**src/rtl/fft_pkg.sv**
```systemverilog
// Phase-domain constants shared by the FFT phase-compare stage and the
// steering-error averager, plus the averager state encoding.
package fft_pkg;
  localparam int PHASE_W      = 16;
  localparam int PI_CODE      = 25736;
  localparam int TWO_PI_CODE  = 51472;
  localparam int HALF_PI_CODE = 12868;

  typedef enum logic [1:0] {
    IDLE,
    ACC,
    OUT
  } avgState_t;
endpackage

```
**src/rtl/phase_wrap.sv**
```systemverilog
// Single-step +/-2*pi wrap of a signed phase word into [-PI_CODE, PI_CODE].
// One step is enough: every caller feeds values within one turn of the range.
module phase_wrap #(
  parameter int W       = 18,
  parameter int PI_CODE = fft_pkg::PI_CODE
) (
  input  logic signed [W-1:0] phaseIn,
  output logic signed [W-1:0] phaseOut
);
  localparam logic signed [W-1:0] PI_S     = W'(PI_CODE);
  localparam logic signed [W-1:0] TWO_PI_S = W'(2 * PI_CODE);

  // Fold anything beyond +/-pi back by one full turn.
  always_comb begin
    phaseOut = phaseIn;
    if (phaseIn > PI_S)
      phaseOut = phaseIn - TWO_PI_S;
    else if (phaseIn < -PI_S)
      phaseOut = phaseIn + TWO_PI_S;
  end
endmodule

```
**src/rtl/phase_err_avg.sv**
```systemverilog
// Power-gated, wrap-aware averager of the phase-difference stream. Emits one
// steering-error word per window of 2^AVG_LOG2 accepted samples, with a
// loss-of-signal watchdog, a lock flag and a rejected-sample counter.
module phase_err_avg import fft_pkg::*; #(
  parameter int AVG_LOG2    = 3,
  parameter int PI_CODE     = fft_pkg::PI_CODE,
  parameter int TIMEOUT_CYC = 1000000
) (
  input  logic                      CLK,
  input  logic                      RST,
  input  logic                      DIFFDOE,
  input  logic signed [PHASE_W-1:0] DIFFDATA,
  input  logic [54:0]               LTHMAXD,
  input  logic [54:0]               MAG_TH,
  input  logic                      CLR,
  output logic                      ERR_DOE,
  output logic signed [PHASE_W-1:0] ERR_DATA,
  output logic                      LOCK,
  output logic                      LOST,
  output logic [15:0]               REJCNT
);
  // Working width: one turn of headroom above a 16-bit phase word.
  localparam int PW    = 18;
  localparam int ACC_W = PW + AVG_LOG2;
  localparam int CNT_W = AVG_LOG2 + 1;
  localparam int WD_W  = $clog2(TIMEOUT_CYC + 1);

  localparam logic signed [PW-1:0] TWO_PI_S  = PW'(2 * PI_CODE);
  localparam logic signed [PW-1:0] HALF_PI_S = PW'(PI_CODE / 2);
  localparam logic [CNT_W-1:0]     N_CNT     = CNT_W'(1 << AVG_LOG2);
  localparam logic [WD_W-1:0]      WD_LAST   = WD_W'(TIMEOUT_CYC - 1);

  // Round half up, then divide by the window length.
  function automatic logic signed [PW-1:0] roundAvg(input logic signed [ACC_W-1:0] a);
    logic signed [ACC_W-1:0] r;
    r = (a + ACC_W'(1 << (AVG_LOG2 - 1))) >>> AVG_LOG2;
    return r[PW-1:0];
  endfunction

  avgState_t               state, nextState;
  logic signed [ACC_W-1:0] acc;
  logic signed [PW-1:0]    refPh;
  logic [CNT_W-1:0]        cnt;
  logic [WD_W-1:0]         wdog;

  logic signed [PW-1:0]    diffExt, wSamp, adjSamp;
  logic signed [PW-1:0]    avgRaw, avg_p0, avg_p1;
  logic                    vld_p0, vld_p1;
  logic                    accept, reject, wdExpire;
  logic                    loadFirst, addSamp, clrWin;

  assign diffExt  = PW'(DIFFDATA);
  assign accept   = DIFFDOE && (LTHMAXD >= MAG_TH) && !CLR;
  assign reject   = DIFFDOE && (LTHMAXD < MAG_TH) && !CLR;
  assign wdExpire = (wdog == WD_LAST) && !accept && !CLR;
  assign avgRaw   = roundAvg(acc);

  phase_wrap #(.W(PW), .PI_CODE(PI_CODE)) wrapIn  (.phaseIn(diffExt), .phaseOut(wSamp));
  phase_wrap #(.W(PW), .PI_CODE(PI_CODE)) wrapAvg (.phaseIn(avgRaw),  .phaseOut(avg_p0));

  // Unwrap a sample that straddles the +/-pi seam relative to the window reference.
  always_comb begin
    adjSamp = wSamp;
    if (((refPh > HALF_PI_S) || (refPh < -HALF_PI_S)) && (wSamp[PW-1] != refPh[PW-1]))
      adjSamp = refPh[PW-1] ? (wSamp - TWO_PI_S) : (wSamp + TWO_PI_S);
  end

  // Window FSM next state and datapath control; CLR and watchdog expiry abort.
  always_comb begin
    nextState = state;
    loadFirst = 1'b0;
    addSamp   = 1'b0;
    clrWin    = 1'b0;
    vld_p0    = 1'b0;
    if (CLR || wdExpire) begin
      nextState = IDLE;
      clrWin    = 1'b1;
    end else begin
      unique case (state)
        IDLE: begin
          if (accept) begin
            loadFirst = 1'b1;
            nextState = ACC;
          end
        end
        ACC: begin
          if (accept) begin
            addSamp = 1'b1;
            if ((cnt + CNT_W'(1)) == N_CNT)
              nextState = OUT;
          end
        end
        OUT: begin
          vld_p0 = 1'b1;
          if (accept) begin
            loadFirst = 1'b1;
            nextState = ACC;
          end else begin
            clrWin    = 1'b1;
            nextState = IDLE;
          end
        end
        default: nextState = IDLE;
      endcase
    end
  end

  // FSM state register.
  always_ff @(posedge CLK or posedge RST) begin
    if (RST) state <= IDLE;
    else     state <= nextState;
  end

  // Window accumulator, reference phase and sample count.
  always_ff @(posedge CLK or posedge RST) begin
    if (RST) begin
      acc   <= '0;
      refPh <= '0;
      cnt   <= '0;
    end else if (loadFirst) begin
      acc   <= ACC_W'(wSamp);
      refPh <= wSamp;
      cnt   <= CNT_W'(1);
    end else if (addSamp) begin
      acc <= acc + ACC_W'(adjSamp);
      cnt <= cnt + CNT_W'(1);
    end else if (clrWin) begin
      acc <= '0;
      cnt <= '0;
    end
  end

  // Stage p1: capture the wrapped average computed during the OUT cycle.
  always_ff @(posedge CLK or posedge RST) begin
    if (RST) begin
      vld_p1 <= 1'b0;
      avg_p1 <= '0;
    end else begin
      vld_p1 <= vld_p0;
      if (vld_p0) avg_p1 <= avg_p0;
    end
  end

  // Output stage: error strobe/word and lock flag; an abort drops a pending result.
  always_ff @(posedge CLK or posedge RST) begin
    if (RST) begin
      ERR_DOE  <= 1'b0;
      ERR_DATA <= '0;
      LOCK     <= 1'b0;
    end else begin
      ERR_DOE <= vld_p1 && !CLR && !wdExpire;
      if (vld_p1 && !CLR && !wdExpire) ERR_DATA <= avg_p1[PHASE_W-1:0];
      if (CLR || wdExpire) LOCK <= 1'b0;
      else if (vld_p1)     LOCK <= 1'b1;
    end
  end

  // Loss-of-signal watchdog: cycles since the last accepted sample.
  always_ff @(posedge CLK or posedge RST) begin
    if (RST) begin
      wdog <= '0;
      LOST <= 1'b0;
    end else begin
      LOST <= wdExpire;
      if (CLR || accept || wdExpire) wdog <= '0;
      else                           wdog <= wdog + WD_W'(1);
    end
  end

  // Saturating count of samples refused by the power threshold.
  always_ff @(posedge CLK or posedge RST) begin
    if (RST)                               REJCNT <= '0;
    else if (CLR)                          REJCNT <= '0;
    else if (reject && REJCNT != 16'hFFFF) REJCNT <= REJCNT + 16'd1;
  end
endmodule

```
**config.mk**
```make
export PLATFORM = sky130hd
export DESIGN_NAME = phase_err_avg
export DESIGN_NICKNAME = d
export VERILOG_FILES = /design/src/rtl/fft_pkg.sv /design/src/rtl/phase_wrap.sv /design/src/rtl/phase_err_avg.sv
export SDC_FILE = /design/constraint.sdc
export NUM_CORES = 1
export LEC_CHECK = 0
export BUFFER_PORTS_ARGS = -buffer_cell sky130_fd_sc_hd__buf_2
export CORE_ASPECT_RATIO = 2
export CORE_MARGIN = 4
export CORE_UTILIZATION = 57
export DETAILED_ROUTE_END_ITERATION = 8
export PLACE_DENSITY = 0.86
export SLEW_MARGIN = 20
export SYNTH_ARGS = -nofsm -noshare
export SYNTH_HDL_FRONTEND = slang
export SYNTH_SLANG_ARGS = --single-unit
```
**constraint.sdc**
```tcl
create_clock -name CLK -period 5.3 [get_ports CLK]
set_input_delay 1.06 -clock CLK [delete_from_list [all_inputs] [get_ports CLK]]
set_output_delay 1.06 -clock CLK [all_outputs]
set_load 0.01 [all_outputs]
```
* After elaboration in Yosys (flattened, before gate mapping)
Index checks and enable logic that the tools add are counted.
** Cells by class
- Reduce and logical (&&, ||, !) cells :: 23
- Add/sub/neg operators :: 11
- Mux-type cells :: 33
- $lt $le $gt $ge :: 8
- Equality and inequality tests :: 9
** Operators by type and width (number)
- $mux W18 :: 4
- $mux W16 :: 4
- $mux W21 :: 3
- $ge A55 B55 Y1 :: 1
- $lt A55 B55 Y1 :: 1
- $add A21 B18 Y21 :: 1
- $add A21 B4 Y21 const B :: 1
- $add A20 B1 Y20 const B :: 1
- $eq A20 B20 Y1 const B :: 1
- $mux W20 :: 1
- $add A16 B17 Y18 const B :: 1
- $add A18 B17 Y18 const B :: 1
- $gt A18 B15 Y1 const B :: 1
- $gt A18 B16 Y1 const B :: 1
- $lt A18 B15 Y1 const B :: 1
- $lt A18 B16 Y1 const B :: 1
- $sub A16 B17 Y18 const B :: 1
- $sub A18 B17 Y18 const B :: 1
- $add A16 B1 Y16 const B :: 1
- $add A16 B15 Y16 const B :: 1
- $gt A16 B16 Y1 const B :: 1
- $lt A16 B16 Y1 const B :: 1
- $ne A16 B16 Y1 const B :: 1
- $sub A16 B15 Y16 const B :: 1
- 18 further kinds :: 52
** Storage, ports and cells
- Bits of input ports :: 130
- Flip-flop bits (word level) :: 117
- Logic and storage cells :: 96
- Output and inout bits :: 35

* Logic depth before layout (Yosys ltp)
Gate-level depths: netlist of the first run.
- Depth after elaboration :: 11
- Depth in mapped cells :: 31
- Depth with buffers taken out :: 30

* Cells and area by module
A second synthesis of the first run with hierarchy kept.
** Second synthesis, totals
- Cell total of the unflattened synthesis :: 1114
- Area total of the unflattened synthesis :: 9967.1 µm²
** By module, submodules not included
- phase_err_avg :: instances 1, seq. area each 2927.8 µm², cells an instance 886, area an instance 8277.9 µm²
- phase_wrap :: instances 2, seq. area each 0.0 µm², cells an instance 114, area an instance 844.6 µm²

* Least setup slack after synthesis of the first run
OpenSTA, ideal clock, no wires.
- Kind :: input to register
- Start point :: input port DIFFDATA[4]
- End point :: register acc[20]
- Cell stages on the path :: 31
- Arrival :: 6645 ps
- Path buffers :: 1
- Data required time :: 5172 ps
- Library setup time :: 128 ps
- Slack :: -1474 ps
- Path through :: ha_1 > a31o_2 > a31oi_1 > nor2_1 > o31a_1 > ha_1 > clkbuf_1 > and3_1 > a21oi_1 > xor2_1 > inv_1 > ha_1 > nand2_1 > nor2_1 > a221oi_1 > o311ai_1 > a41o_1 > o41ai_2 > o21bai_1 > xor2_1 > mux2_2 > ha_1 > a21o_1 > a21o_1 > a22oi_1 > nand3_1 > a41oi_1 > nand3_1 > o21ai_0 > nor4_1 > nand3b_1
** Between the ends
- Word-level cells in the longest chain between the ends :: 9
- Elaborated cells between the ends (all ways) :: 15
- Classes of those cells :: add/sub: 5; order compare: 2; eq/ne: 1; mux: 6; reduce/logical: 1
** Ends and longest elaborated chain
- from (decl) :: line phase_err_avg.sv:12 : input logic signed [PHASE_W-1:0] DIFFDATA,
- $add A16 B17 Y18 or $lt A16 B16 Y1 (tied branches) :: line phase_wrap.sv:19, phase_wrap.sv:18
- $mux W18 :: line phase_wrap.sv:18 : else if (phaseIn < -PI_S)
- $mux W18 * :: line phase_wrap.sv:16 : if (phaseIn > PI_S)
- net wSamp[6] :: line phase_err_avg.sv:46 : logic signed [PW-1:0] diffExt, wSamp, adjSamp;
- $add A18 B17 Y18 or $sub A18 B17 Y18 (tied branches) :: line phase_err_avg.sv:65 : adjSamp = refPh[PW-1] ? (wSamp - TWO_PI_S) : (wSamp + TWO_PI_S);
- $mux W18 :: line phase_err_avg.sv:65
- $mux W18 * :: line phase_err_avg.sv:64 : if (((refPh > HALF_PI_S) || (refPh < -HALF_PI_S)) && (wSamp[PW-1] != refPh[PW-1]))
- $add A21 B18 Y21 * :: line phase_err_avg.sv:125 : acc <= acc + ACC_W'(adjSamp);
- $mux W21 * :: line phase_err_avg.sv:124 : end else if (addSamp) begin
- $mux W21 * :: line phase_err_avg.sv:120 : end else if (loadFirst) begin
- to (signal assigned) :: line phase_err_avg.sv:121 : acc <= ACC_W'(wSamp);
- to (signal assigned) :: line phase_err_avg.sv:125
- to (decl) :: line phase_err_avg.sv:41 : logic signed [ACC_W-1:0] acc;
Mark *: on every way through the listed nets, which the timed path passes. The rest lies on a longest branch.
A chain may end at the register's enable or synchronous reset.

* Final worst setup path of the first run
Ends and elaborated chain as after synthesis.

==> metrics.csv, run 1 <==
stage,metric,value,unit
synthesis,Mapped Cells,1098,
setup_path,CP max stage cell,ha_1,
global_route,first-pass GRT wire length,47910,um
timing,setup TNS,-5953,ps
cts,cts hold-fix bufs,0,
place,RePlAce Congestion,0.9632,
route,DRC viols,0,
setup_path,CP peak stage delay,350,ps
setup_path,CP Max Fanout,5,
timing,count of pins over their slew limit,0,
setup_path,Worst Path Arrival,6550,ps
timing,Final WS setup,-933.6,ps
final_layout,Register Area,2928,um2
route,drt wl/cell,21.25,um
floorplanning,die area,19200,um2
synthesis,Post-synth ARST share,100.0,%
timing,Fin. Hold Viols,0,
global_route,grt ovf,0,
cts,clk root buf,clkbuf_16,
setup_path,RR Endpoint,acc[20],
floorplanning,Die Height,192.0,um
global_route,gr usage total,30.82,%
cts,# clock sinks,117,
power_and_ir_drop,power per standard cell area,357.2,nW/um2
final_layout,Total Nets Final,1638,
route,vias per cell,6.497,
floorplanning,Ports,165,
floorplanning,starting density of the core,57.83,%
synthesis,Syn Area/Cell,8.786,um2
synthesis,register bit count reported by yosys,117,
setup_path,critical path endpoint category,flop,
min_path,worst hold-check path type,flop to flop,
timing,Final Cycle Share,117.6,%
timing,Max Clk Rate,160.4,MHz
power_and_ir_drop,Worst IR Drop VDD,0.2329,mV
timing,clock skew,14.63,ps
synthesis,YS warnings,0,
setup_path,WS Path Type,primary input to flop,
cts,Num CTS Buffers,17,
synthesis,post-synthesis cell area,9647,um2
synthesis,Main synth FF type,dfrtp_1,
cts,TritonCTS clock tree,built,
setup_path,Reg2Reg Depth,18,
final_layout,multi-input combinational cell area,6883,um2
timing,Final setup viols,12,
route,number of routed nets with antenna violations,0,
final_layout,P&R area growth vs syn,35.98,%
min_path,worst hold endpoint,refPh[1],
min_path,Worst Hold Launch,refPh[1],
floorplanning,row count,67,
place,pre-CTS WS,-1442,ps
synthesis,"EDFF count, synth",0,
setup_path,R2R setup slack,650,ps
global_route,largest net degree at the start of global routing,54,
final_layout,fraction of layout cells with a size suffix above 1,34.27,%
power_and_ir_drop,Pleak,6.761,nW
job,Max-Cap Viols,0,
timing,Slew headroom,35.22,%
setup_path,Worst setup SP type,primary input,
cts,clk_lat worst skew,450,ps
final_layout,Final Util,78.63,%
place,dpl hpwl,21630,um
status,failing checks,negative setup slack,
setup_path,Worst Path Required,5610,ps
synthesis,"Seq/Total Area, Yosys",30.35,%
global_route,number of global-route vias before repair,10430,
cts,Clock transition at path regs,60,ps
timing,measured slew at the worst slew-check pin,971.8,ps
global_route,initial antenna violation count,1,
setup_path,worst r2r src,refPh[3],
cts,clk buf depth,2,
floorplanning,die width,99.99,um
route,via count,10580,
route,DR iter-0 viols,969,
synthesis,syn_nets,1328,
route,Routed WL,34620,um
route,Pre-antenna DRT Iters,9,
cts,CTS H-tree depth,4,
timing,unrepaired setup endpoints after global routing,true,
floorplanning,Core ar.,16680,um2
timing,Final Critical Period,6234,ps
place,PortBufs,164,
status,status,"complete, but fails checks",
min_path,WHS Path Cells,1,
synthesis,"Distinct cells, synth",74,
final_layout,fill count,1013,
-- cells by family after synthesis --
group	Yosys count	share of synthesized area (%)
AOI/OAI and AO/OA	281	20.29
and+or+nand+nor	357	18.98
DFF	117	30.35
adders and majority gates	100	13.13
xor gates and xnor gates	89	8.080
muxes	39	4.527
buffers and inverters	115	4.656
-- worst max-delay path by stage --
stage	start	endpoint
2_1_floorplan	DIFFDATA[7]	acc[20]
5_1_grt	DIFFDATA[4]	acc[20]
3_3_place_gp	DIFFDATA[4]	acc[20]
3_5_place_dp	DIFFDATA[4]	acc[20]
4_1_cts	DIFFDATA[4]	acc[20]
6_report	DIFFDATA[4]	acc[20]
-- cell usage after synthesis, drive strengths merged, types with 4 or more instances --
cell,count,share of area (%)
a211oi,7,0.54
a21boi,4,0.31
a21o,43,3.3
a21oi,63,3.3
a221o,16,1.7
a221oi,4,0.36
a22oi,6,0.47
a31o,4,0.36
a31oi,10,0.65
a41o,4,0.42
and2,16,1.0
and3,14,0.91
and4,10,0.91
buf,9,0.47
clkbuf,22,0.87
dfrtp,117,30
ha,98,13
inv,83,3.2
mux2,37,4.3
nand2,80,3.1
nand2b,13,0.84
nand3,50,2.6
nand3b,4,0.31
nand4,22,1.6
nor2,82,3.2
nor2b,10,0.65
nor3,15,0.78
nor3b,5,0.39
nor4,12,0.78
nor4b,4,0.36
o211ai,10,0.83
o21a,8,0.62
o21ai,49,2.6
o21bai,8,0.62
o31ai,8,0.62
or3,9,0.60
xnor2,52,4.7
xor2,37,3.4
-- critical path: cells and delay by family --
family / cells / cell delay, ps
AND/OR/NAND/NOR: 6 / 670
AO/OA/AOI/OAI: 14 / 2740
multiplexers: 1 / 280
XOR/XNOR: 2 / 370
adder cells (fa/ha/maj): 4 / 990
buffers and inverters: 3 / 410
-- metrics by stage --
stage	hold WS, ps	std cells	cell area (um2)	power, mW
finish	476.0	1629	13120	4.686
global route	507.3	1629	13120	4.847
CTS	477.7	1610	12580	4.124
detailed placement	464.0	1554	11610	2.710
global placement	452.6	1554	11610	2.644
floorplan	443.8	1098	9803	2.078
-- layer usage --
layer,track usage (%),vias up,routed length (um)
li1,-,4637,-
met5,0,-,0
met1,30.39,4957,11310
met3,5.852,286,2638
met4,18.99,0,3001
met2,57.72,704,17670
-- area by class of cell --
class / instances / share of cell area (%)
Clock buffer: 17 / 3.243
Multi-Input combinational cell: 866 / 52.47
Timing Repair Buffer: 323 / 15.89
Clock inverter: 15 / 1.669
Antenna cell: 1 / 0.01908
Tap cell: 207 / 1.974
Inverter: 83 / 2.413
Sequential cell: 117 / 22.32
-- where the power goes --
part	internal, mW	switching, mW
clock	0.800	0.499
sequential	0.960	0.0984
combinational	1.11	1.22
total	2.87	1.82
-- sequential cells by signal (all words and copies together) (netlist names) --
register / count
ERR_DATA: 16
ERR_DOE: 1
LOCK: 1
LOST: 1
REJCNT: 16
acc: 21
avg_p1: 16
cnt: 4
refPh: 18
state: 2
vld_p1: 1
wdog: 20
-- layout by cell type (no fill, tap or decap), types with 16 or more instances in the layout --
master and instances:
ha_1 88, a21o_1 43, xnor2_1 48, nand2_1 74, a21oi_1 42, a221o_1 16, clkbuf_16 17, dfrtp_1 117
nand4_1 21, xor2_1 37, o21ai_0 33, buf_2 162, buf_4 147, mux2_2 36, nor2_1 79, inv_1 81
nand3_1 46
-- what timing repair did --
action                     4_1_cts  5_1_grt
pin swaps                       32       47
setup endpoints to repair       13       13
gates resized for setup         37       78
setup buffers                   25       28
Power figures use the tool's default switching activity.
==> run 2, diff against run 1 <==
--- a/config.mk
+++ b/config.mk
@@ -7,10 +7,10 @@
 export LEC_CHECK = 0
 export BUFFER_PORTS_ARGS = -buffer_cell sky130_fd_sc_hd__buf_2
 export CORE_ASPECT_RATIO = 2
-export CORE_MARGIN = 4
-export CORE_UTILIZATION = 57
+export CORE_MARGIN = 3
+export CORE_UTILIZATION = 40
 export DETAILED_ROUTE_END_ITERATION = 8
-export PLACE_DENSITY = 0.86
+export PLACE_DENSITY = 0.65
 export SLEW_MARGIN = 20
 export SYNTH_ARGS = -nofsm -noshare
 export SYNTH_HDL_FRONTEND = slang
==> constraint.sdc (replaced) <==
create_clock -name CLK -period 5.3 [get_ports CLK]
set_input_delay 0.795 -clock CLK [delete_from_list [all_inputs] [get_ports CLK]]
set_output_delay 0.795 -clock CLK [all_outputs]
set_load 0.01 [all_outputs]
==> metrics.csv, run 2 (synthesis results as in run 1) <==
stage,metric,value,unit,change
timing,clock skew,11.08,ps,was 14.63 ps
setup_path,Worst Path Required,5600,ps,was 5610 ps
timing,Slew headroom,38.91,%,was 35.22%
timing,Fin. Hold Viols,0,,unchanged
setup_path,WP buf/inv,2,,was 3
cts,clk root buf,clkbuf_16,,unchanged
timing,Final Cycle Share,107.8,%,was 117.6%
cts,clk buf depth,2,,unchanged
floorplanning,Ports,165,,unchanged
power_and_ir_drop,power per standard cell area,317.6,nW/um2,was 357.2 nW/um2
power_and_ir_drop,Pleak,6.464,nW,was 6.761 nW
route,DR iter-0 viols,384,,was 969
final_layout,biggest regs,"acc (21), wdog (20), refPh (18)",,unchanged
final_layout,Final Util,53.38,%,was 78.63%
final_layout,"Design Area, Final",12560,um2,was 13120 um2
final_layout,Largest register FFs,21,,unchanged
cts,# clock sinks,117,,unchanged
place,RePlAce Congestion,0.9773,,was 0.9632
timing,setup TNS,-1072,ps,was -5953 ps
timing,Final Critical Period,5714,ps,was 6234 ps
final_layout,fraction of layout cells with a size suffix above 1,30.74,%,was 34.27%
cts,CTS H-tree depth,4,,unchanged
timing,Final setup viols,6,,was 12
power_and_ir_drop,Worst IR Drop VDD,0.2297,mV,was 0.2329 mV
route,Pre-antenna DRT Iters,5,,was 9
route,DRC viols,0,,unchanged
final_layout,multi-input combinational cell area,6564,um2,was 6883 um2
cts,Clock transition at path regs,60,ps,about the same
route,number of routed nets with antenna violations,0,,unchanged
final_layout,"commonest non-fill, non-tap cell in the layout",buf_2,,unchanged
global_route,largest net degree at the start of global routing,64,,was 54
global_route,grt ovf,0,,unchanged
route,drt wl/cell,16.96,um,was 21.25 um
final_layout,Total Nets Final,1608,,was 1638
route,vias per cell,5.567,,was 6.497
final_layout,"commonest cells after routing, fill and taps aside","buf_2 (162), buf_4 (128), dfrtp_1 (117)",,"was buf_2 (162), buf_4 (147), dfrtp_1 (117)"
power_and_ir_drop,Final Power,3.988,mW,was 4.686 mW
final_layout,Register Area,2928,um2,unchanged
floorplanning,die area,26130,um2,was 19200 um2
floorplanning,die width,115.8,um,was 99.99 um
route,via count,9319,,was 10580
final_layout,fill count,2238,,was 1013
timing,count of pins over their slew limit,0,,unchanged
global_route,gr usage total,21.98,%,was 30.82%
final_layout,P&R area growth vs syn,30.17,%,was 35.98%
global_route,first-pass GRT wire length,45700,um,was 47910 um
job,Max-Cap Viols,0,,unchanged
setup_path,crit-path leading delay family,compound AO/OA/AOI/OAI gates,,unchanged
place,dpl hpwl,22850,um,was 21630 um
status,status,"complete, but fails checks",,unchanged
floorplanning,row count,79,,was 67
setup_path,Worst setup SP type,primary input,,unchanged
setup_path,Worst Path Arrival,6010,ps,was 6550 ps
global_route,number of global-route vias before repair,9574,,was 10430
floorplanning,Die Height,225.6,um,was 192.0 um
timing,measured slew at the worst slew-check pin,916.4,ps,was 971.8 ps
setup_path,critical path endpoint category,flop,,unchanged
floorplanning,starting density of the core,41.01,%,was 57.83%
setup_path,CP max stage cell,ha_4,,was ha_1
setup_path,most frequent CP cell,ha_4,,
global_route,initial antenna violation count,2,,was 1
cts,Num CTS Buffers,17,,unchanged
timing,unrepaired setup endpoints after global routing,true,,unchanged
cts,TritonCTS clock tree,built,,unchanged
status,failing checks,negative setup slack,,unchanged
cts,cts hold-fix bufs,0,,unchanged
final_layout,register with the most flip-flops,acc,,unchanged
floorplanning,Core ar.,23530,um2,was 16680 um2
timing,Max Clk Rate,175.0,MHz,was 160.4 MHz
cts,clk_lat worst skew,420,ps,was 450 ps
min_path,worst hold-check path type,flop to flop,,unchanged
setup_path,WS Path Type,primary input to flop,,unchanged
place,Placed Cells,1627,,was 1554
route,Routed WL,28400,um,was 34620 um
setup_path,CP Max Fanout,4,,was 5
place,dpl cell area,11670,um2,was 11610 um2
final_layout,"non-filler cells, final",1674,,was 1629
setup_path,CP peak stage delay,310,ps,was 350 ps
place,PortBufs,164,,unchanged
timing,Final WS setup,-413.5,ps,was -933.6 ps
==> run 2: area by class of cell <==
type	count	area share (%)
well taps	283	2.820
flip-flops and latches	117	23.32
clock inverters	9	0.8171
clock buffers	21	3.826
inverters	83	2.501
repair buffers	293	14.41
diodes	2	0.03986
multi-input cells	866	52.27
==> run 2: where the power goes <==
group          total (mW)  internal, mW  switching [mW]
registers            1.05         0.961          0.0860
logic                1.80         0.915           0.883
clock network        1.14         0.732           0.411
total                3.99          2.61            1.38
==> run 2: worst paths after layout <==
kind | from | endpoint | slack, ps | depth (start not counted)
worst max-delay path | DIFFDATA[4] | acc[20] | -410 | 31
worst min-delay path | refPh[0] | refPh[0] | 470 | 1
worst max register to register | refPh[17] | acc[20] | 1020 | 20
worst min register to register | refPh[0] | refPh[0] | 470 | 1
max in group asynchronous | RST | ERR_DATA[10] | 3560 | 3
min in group asynchronous | RST | REJCNT[14] | 520 | 2
==> run 2: worst register-to-register path: cells and delay by family (launching register included) <==
kind / cells / cell delay [ps]
AOI/OAI and AO/OA: 11 / 2130
xor gates and xnor gates: 1 / 160
adders and majority gates: 2 / 550
DFF: 1 / 620
muxes: 1 / 280
and+or+nand+nor: 5 / 420
==> run 2: per-layer routing <==
layer	up-vias	GRT usage, %	share of wire [%]
li1	4560	-	-
met1	4473	23.31	37
met2	206	41.86	56
met3	80	2.253	2.7
met4	0	10.75	4.6
met5	-	0	0
==> run 2: stage by stage <==
stage | worst slack [ps] | hold WS, ps
after floorplan | -857.4 | 443.8
after global placement | -1094 | 454.8
after detailed placement | -1182 | 459.9
after CTS | -431.1 | 471.8
after global routing | -683.0 | 487.6
final | -413.5 | 471.6
==> run 2: repair_timing <==
item	4_1_cts	5_1_grt
resized for setup	28	15
gates cloned	0	0
pin swaps	38	24
setup endpoints to repair	10	12
buffers inserted	13	3
